[config.mk]
export PLATFORM = sky130hd
export DESIGN_NAME = read_arbiter
export DESIGN_NICKNAME = d
export VERILOG_FILES = /design/src/rtl/read_arbiter_pkg.sv /design/src/rtl/read_arbiter.sv
export SDC_FILE = /design/constraint.sdc
export NUM_CORES = 1
export LEC_CHECK = 0
export ABC_AREA = 1
export BUFFER_PORTS_ARGS = -buffer_cell sky130_fd_sc_hd__buf_2
export CAP_MARGIN = 20
export CORE_AREA = 2 2 120 122
export DETAILED_ROUTE_END_ITERATION = 8
export DIE_AREA = 0 0 122 124
export MAX_ROUTING_LAYER = met4
export PLACE_DENSITY = 0.53
export SYNTH_ARGS = -nofsm -noshare
export SYNTH_HDL_FRONTEND = slang
export SYNTH_SLANG_ARGS = --single-unit
export TNS_END_PERCENT = 5
[constraint.sdc]
create_clock -name clk -period 1.9 [get_ports clk]
set_clock_uncertainty 0.1 [all_clocks]
set_input_delay 0.095 -clock clk [delete_from_list [all_inputs] [get_ports clk]]
set_output_delay 0.095 -clock clk [all_outputs]
set_load 0.02 [all_outputs]
[src/rtl/read_arbiter_pkg.sv]
// Shared definitions for the read arbiter: FSM state encodings and the
// boolean constants the fetch path already uses.
package read_arbiter_pkg;

    typedef enum logic [2:0] {
        idle   = 3'd0,
        ar_ifu = 3'd1,
        ar_lsu = 3'd2,
        r_ifu  = 3'd3,
        r_lsu  = 3'd4
    } arb_state_t;

    localparam logic true  = 1'b1;
    localparam logic false = 1'b0;

endpackage

[src/rtl/read_arbiter.sv]
// Two-master (IFU / LSU) read arbiter onto a single AXI-lite AR/R master,
// one outstanding transaction, round-robin on contention.
module read_arbiter
    import read_arbiter_pkg::*;
#(
    parameter int ADDR_W = 32,
    parameter int DATA_W = 64
) (
    input  logic              clk,
    input  logic              rst,

    input  logic [ADDR_W-1:0] ARBITER_IFU_pc,
    input  logic              ARBITER_IFU_pc_valid,
    output logic              ARBITER_IFU_pc_ready,
    output logic [DATA_W-1:0] ARBITER_IFU_inst,
    output logic [1:0]        ARBITER_IFU_inst_resp,
    output logic              ARBITER_IFU_inst_valid,
    input  logic              ARBITER_IFU_inst_ready,

    input  logic [ADDR_W-1:0] ARBITER_LSU_raddr,
    input  logic              ARBITER_LSU_raddr_valid,
    output logic              ARBITER_LSU_raddr_ready,
    output logic [DATA_W-1:0] ARBITER_LSU_rdata,
    output logic [1:0]        ARBITER_LSU_rresp,
    output logic              ARBITER_LSU_rdata_valid,
    input  logic              ARBITER_LSU_rdata_ready,

    output logic [ADDR_W-1:0] araddr,
    output logic              arvalid,
    input  logic              arready,
    input  logic [DATA_W-1:0] rdata,
    input  logic [1:0]        rresp,
    input  logic              rvalid,
    output logic              rready
);

    arb_state_t        state_q, state_d;
    logic [ADDR_W-1:0] addr_q, addr_d;
    logic              last_grant_q, last_grant_d;   // true = LSU won last
    logic              grant_ifu;

    always_ff @(posedge clk) begin
        if (rst) begin
            state_q      <= idle;
            addr_q       <= '0;
            last_grant_q <= false;
        end else begin
            state_q      <= state_d;
            addr_q       <= addr_d;
            last_grant_q <= last_grant_d;
        end
    end

    // IFU wins when alone, or on contention when the LSU had the last grant.
    assign grant_ifu = ARBITER_IFU_pc_valid &&
                       (!ARBITER_LSU_raddr_valid || (last_grant_q == true));

    // Outputs are held at zero while rst is asserted so a reset cycle never grants.
    always_comb begin
        state_d                 = state_q;
        addr_d                  = addr_q;
        last_grant_d            = last_grant_q;
        ARBITER_IFU_pc_ready    = 1'b0;
        ARBITER_IFU_inst        = '0;
        ARBITER_IFU_inst_resp   = 2'b00;
        ARBITER_IFU_inst_valid  = 1'b0;
        ARBITER_LSU_raddr_ready = 1'b0;
        ARBITER_LSU_rdata       = '0;
        ARBITER_LSU_rresp       = 2'b00;
        ARBITER_LSU_rdata_valid = 1'b0;
        araddr                  = '0;
        arvalid                 = 1'b0;
        rready                  = 1'b0;

        if (!rst) begin
            case (state_q)
                idle: begin
                    if (grant_ifu) begin
                        ARBITER_IFU_pc_ready = 1'b1;
                        addr_d               = ARBITER_IFU_pc;
                        last_grant_d         = false;
                        state_d              = ar_ifu;
                    end else if (ARBITER_LSU_raddr_valid) begin
                        ARBITER_LSU_raddr_ready = 1'b1;
                        addr_d                  = ARBITER_LSU_raddr;
                        last_grant_d            = true;
                        state_d                 = ar_lsu;
                    end
                end
                ar_ifu, ar_lsu: begin
                    arvalid = 1'b1;
                    araddr  = addr_q;
                    if (arready) begin
                        state_d = (state_q == ar_ifu) ? r_ifu : r_lsu;
                    end
                end
                r_ifu: begin
                    rready                 = ARBITER_IFU_inst_ready;
                    ARBITER_IFU_inst_valid = rvalid;
                    ARBITER_IFU_inst       = rdata;
                    ARBITER_IFU_inst_resp  = rresp;
                    if (rvalid && ARBITER_IFU_inst_ready) begin
                        state_d = idle;
                    end
                end
                r_lsu: begin
                    rready                  = ARBITER_LSU_rdata_ready;
                    ARBITER_LSU_rdata_valid = rvalid;
                    ARBITER_LSU_rdata       = rdata;
                    ARBITER_LSU_rresp       = rresp;
                    if (rvalid && ARBITER_LSU_rdata_ready) begin
                        state_d = idle;
                    end
                end
                default: state_d = idle;
            endcase
        end
    end

endmodule

# After elaboration in Yosys (flattened, before gate mapping)
# Cells that the tools add are included.
[totals] regBits=36 latch_bits=0 ramBits=0 rom_bits=0 input_bits=138 out_inout_bits=170 wordCells=57 mem_count=0
[op_classes] addsub=0 multipliers=0 n_div=0 order_cmp=0 eq_ne=8 shift=0 mux=36 n_bitwise=0 n_reduce_logical=10
[op_table] op="64-bit 2-to-1 mux" n=4
[op_table] op="32-bit 2-to-1 mux" n=4
[op_table] op="3-bit 2-to-1 mux" n=6
[op_table] op="1-bit 2-to-1 mux" n=16
[op_table] op="3-bit case mux with 4 select lines" n=1
[op_table] op="2-bit 2-to-1 mux" n=4
[op_table] op="3-bit by 2-bit equality test with 1-bit output, second input constant" n=2
[op_table] op="2-bit inequality test, second input constant" n=3
[op_table] op="4-bit AND reduction" n=1
[op_table] op="3-bit by 1-bit equality test with 1-bit output, second input constant" n=1
[op_table] op="3-bit equality test, second input constant" n=1
[op_table] op="1-bit logical AND" n=3
[op_table] op="3-bit zero test" n=1
[op_table] op="3-bit inequality test, second input constant" n=1
[op_table] op="1-bit case mux with 2 select lines" n=1
[op_table] op="2-bit AND reduction" n=1
[op_table] op="2-bit nonzero test" n=1
[op_table] op="2-bit OR reduction" n=1
[op_table] op="1-bit zero test" n=1
[op_table] op="1-bit logical OR" n=1

# Depth between registers and ports, before layout
[depth] depth_word=6 ltp_mapped=10 depth_no_buf=9

# Worst setup path before layout
# OpenSTA, ideal clock, no wires.
[synth_path] kind="reg2out" startpoint="reg state_q[1]" endpoint="out ARBITER_IFU_inst[16]" t_arrival_ns=1.401 slack_ns=0.304 path_stages_with_launch=7 path_buffers=2 path_cell_list="dfxtp_1 > nand2_1 > nor2_2 > inv_2 > buf_4 > buf_6 > nor3_1"
[synth_between] elab_chain_cells=3
[synth_lines] item="from (decl)" line_no="read_arbiter.sv:37" text="arb_state_t state_q, state_d;"
[synth_lines] item="from (signal assigned)" line_no="read_arbiter.sv:44" text="state_q <= idle;"
[synth_lines] item="from (signal assigned)" line_no="read_arbiter.sv:48" text="state_q <= state_d;"
[synth_lines] item="3-bit by 2-bit equality test with 1-bit output" line_no="read_arbiter.sv:76" text="case (state_q)"
[synth_lines] item="64-bit 2-to-1 mux" line_no="read_arbiter.sv:76"
[synth_lines] item="64-bit 2-to-1 mux" line_no="read_arbiter.sv:75" text="if (!rst) begin"
[synth_lines] item="to (decl)" line_no="read_arbiter.sv:15" text="output logic [DATA_W-1:0] ARBITER_IFU_inst,"
# No other way between the ends.

# Worst setup path after layout
[layout_path] startpoint="reg state_q[0]" endpoint="out ARBITER_LSU_rdata[43]"
[layout_between] elab_chain_cells=3
[layout_lines] item="3-bit equality test" line_no="read_arbiter.sv:76"
[layout_lines] item="64-bit 2-to-1 mux" line_no="read_arbiter.sv:76"
[layout_lines] item="64-bit 2-to-1 mux" line_no="read_arbiter.sv:75"
[layout_lines] item="to (decl)" line_no="read_arbiter.sv:23" text="output logic [DATA_W-1:0] ARBITER_LSU_rdata,"
# No other way between the ends.

==> results by group <==
Clock tree
  • TritonCTS Sinks: 36
  • Skew-Pair Late Insertion Delay: 270 ps
  • Bufs on Longest Clock Path: 2
  • Root Driver: clkbuf_16
  • Post CTS Setup Buffer Count: 0
  • Clock Pin Slew Worst Setup and Hold Paths: 60 ps
  • TritonCTS clock tree: yes
  • Hold-fix buffer count after cts: 0
  • H-tree depth: 2
  • CTS buffer count: 5

Critical path
  • RR Endpoint: addr_q[23]$_SDFFE_PP0P_
  • CP required: roughly 1700 ps
  • Setup slack, reg-to-reg: ~280 ps
  • Cell chain of the critical path: nor2_4 > nand2_4 > buf_4 > nor3_1 > buf_2
  • CP bufs+invs: 2
  • Kind of critical path: flip-flop to primary output
  • Worst setup EP type: primary output
  • CP top delay family: simple AND/OR/NAND/NOR gates
  • Crit path max fanout: 15
  • Crit path launch type: flip-flop
  • Crit-path slowest cell: dfxtp_2
  • Crit path DAT: about 1600 ps
  • Reg2reg path depth: 7
  • Slowest stage delay, CP: approximately 340 ps
  • Worst flop-to-flop path startpoint: state_q[0]$_SDFFE_PP0P_

Placement
  • PortBufs: 307
  • Detail Placement HPWL: between 10 and 15 mm
  • Routability Congestion: roughly 0.9
  • DP Cell Count: about 1000

STA
  • Unrepaired setup endpoints after global routing: yes
  • FMAX: ~0.57 GHz
  • Final worst path period share: 0.926
  • Hold Fails Final Rpt: 0
  • WHS: approximately 59 ps
  • Final min period: around 1800 ps
  • Setup violations, final: 0
  • Worst relative slew slack: 0.755
  • Worst slew pin tran: between 300 and 400 ps
  • Slew Viols, Final: 0
  • Setup_tns: 0 ps

Global routing
  • Global-route usage over all layers: 0.162
  • Initial antenna violation count: 0
  • Total congestion overflow: 0
  • Largest net degree at the start of global routing: 46
  • Vias in the first global route: approximately 3800
  • First-pass GRT wire length: between 15 and 20 mm

Route
  • DRT Wirelength: about 13 mm
  • Initial DRC count: about 180
  • Via density: between 4 and 5
  • Vias: between 4000 and 5000
  • Met3 wire len: about 1.1 mm
  • DRC: 0
  • Antenna-violating nets left: 0
  • Met1 WL: ~5.6 mm
  • DR pass1 iterations: 4
  • Met2 WL: 6.14 mm
  • Wire per inst: between 10 and 15 µm
  • Top sig layer: met4

Die
  • Die X: about 120 µm
  • Rows: 43
  • Core Area: ~14000 µm²
  • Starting Density: 0.228
  • I/O pin total: approximately 310
  • Die area: around 15000 µm²
  • Die height: between 100 and 150 µm

Finish
  • Layout Nets: between 900 and 1000
  • Non-Filler Instances: roughly 1000
  • Area of the multi-input gates: around 1700 µm²
  • Synthesis-to-layout area growth: 58.2%
  • Antenna cells: 0
  • Register Area: around 720 µm²
  • Filler Cells Inserted: 1589
  • Fraction of layout cells with a size suffix above 1: 0.417

Min path
  • HP Class: input port to flip-flop
  • Hold path depth: 4
  • Worst hold endpoint: state_q[2]$_SDFFE_PP0P_
  • Worst hold start: ARBITER_LSU_rdata_ready

Yosys
  • Mapped Area: around 3100 µm²
  • Top FF cell, synth: dfxtp_1
  • Seq/Total Area, Yosys: 0.230
  • Commonest cells post-synth: nor3_1, nand2_1, inv_1
  • Syn_nets: around 700
  • Ys async rst share: 0
  • Main area contributors after synthesis: dfxtp_1, nor3_1, nand2_1, inv_1, a21oi_1
  • #FFs+latches synth: 36
  • Syn avg cell area: between 5 and 6 µm²
  • Post-synth EDFFs: 0
  • Syn Inst Count: between 500 and 600
  • Yosys warning count: 0
  • Most instantiated library cell after synthesis: nor3_1
  • Area share of the largest cell type after synthesis: 0.230
  • Post-synth cell types: 23
  • Leading area contributor after synthesis: dfxtp_1

Pwr
  • Total power: roughly 4.3 mW
  • Lkg Pwr: 3.07 nW
  • Worst vdd ir: 424 µV
  • PwrDens: approximately 860 nW/µm²

Outcome
  • Outcome: completed

Flow run
  • Max_cap viols: 0
==> per-stage QoR <==
step	utilization	area, µm²	worst slack [ps]
after floorplan	-	3130	304
after global placement	0.349	4790	224
after detailed placement	0.349	4790	202
after CTS	0.360	4940	5.87
after global routing	0.362	4960	-7.02
final	0.362	4960	140
==> where the power goes <==
part	switching [mW]	internal (mW)
clock	0.332	0.484
combinational	1.55	0.750
sequential	0.0990	1.06
==> layer usage <==
metal | global-route usage | vias up
met3 | 0.0275 | 7
li1 | - | 2336
met2 | 0.274 | 175
met4 | 0.0230 | 0
met5 | - | -
met1 | 0.208 | 1884
==> cells by family (layout without fill, tap and decap cells) <==
kind of cell	count (synthesis)	in the layout	share of synthesized area
buf+inv	163	447	0.229
flops	36	36	0.230
simple gates	296	296	0.427
compound gates	70	70	0.114
==> cells in the final DEF (no fill, tap or decap), drive strengths merged <==
| cell | count |
|---|---|
| nand4 | 1 |
| nand3 | 6 |
| nand2 | 115 |
| dfxtp | 36 |
| a21oi | 36 |
| buf | 326 |
| clkbuf | 5 |
| nor3 | 135 |
| inv | 113 |
| nor2 | 39 |
| o21ai | 34 |
| clkinv | 3 |
==> worst max-delay path by stage <==
stage | startpoint | cells past startpoint | slack [ps] | endpoint
global route | state_q[0]$_SDFFE_PP0P_ | 5 | -7 | ARBITER_LSU_rresp[0]
detailed placement | last_grant_q$_SDFFE_PP0P_ | 9 | 200 | addr_q[23]$_SDFFE_PP0P_
finish | state_q[0]$_SDFFE_PP0P_ | 5 | 140 | ARBITER_LSU_rdata[43]
floorplan | state_q[1]$_SDFFE_PP0P_ | 6 | 300 | ARBITER_IFU_inst[16]
global placement | last_grant_q$_SDFFE_PP0P_ | 9 | 220 | addr_q[21]$_SDFFE_PP0P_
CTS | state_q[0]$_SDFFE_PP0P_ | 6 | 6 | ARBITER_IFU_inst[56]
==> area by class of cell <==
| type | instances | share of cell area |
|---|---|---|
| flip-flops and latches | 36 | 0.146 |
| well taps | 180 | 0.0454 |
| multi-input cells | 366 | 0.345 |
| clock inverters | 3 | 0.00378 |
| clock buffers | 5 | 0.0252 |
| inverters | 113 | 0.0865 |
| repair buffers | 326 | 0.348 |
==> flip-flops by register name, summed over array words and instances (netlist names) <==
signal / cells
addr_q: 32
last_grant_q: 1
state_q: 3
==> worst min-delay path, stage by stage <==
cell     delay [ps]
buf_2            90
nand2_1          50
nand3_1          90
a21oi_1          70
==> repair_timing <==
| action | 4_1_cts | 5_1_grt |
|---|---|---|
| setup endpoints to repair | 3 | 97 |
| gates resized for setup | 1 | 9 |
| hold endpoints to repair | 0 | 0 |
| cloned | 0 | 0 |
Power figures use the tool's default switching activity.
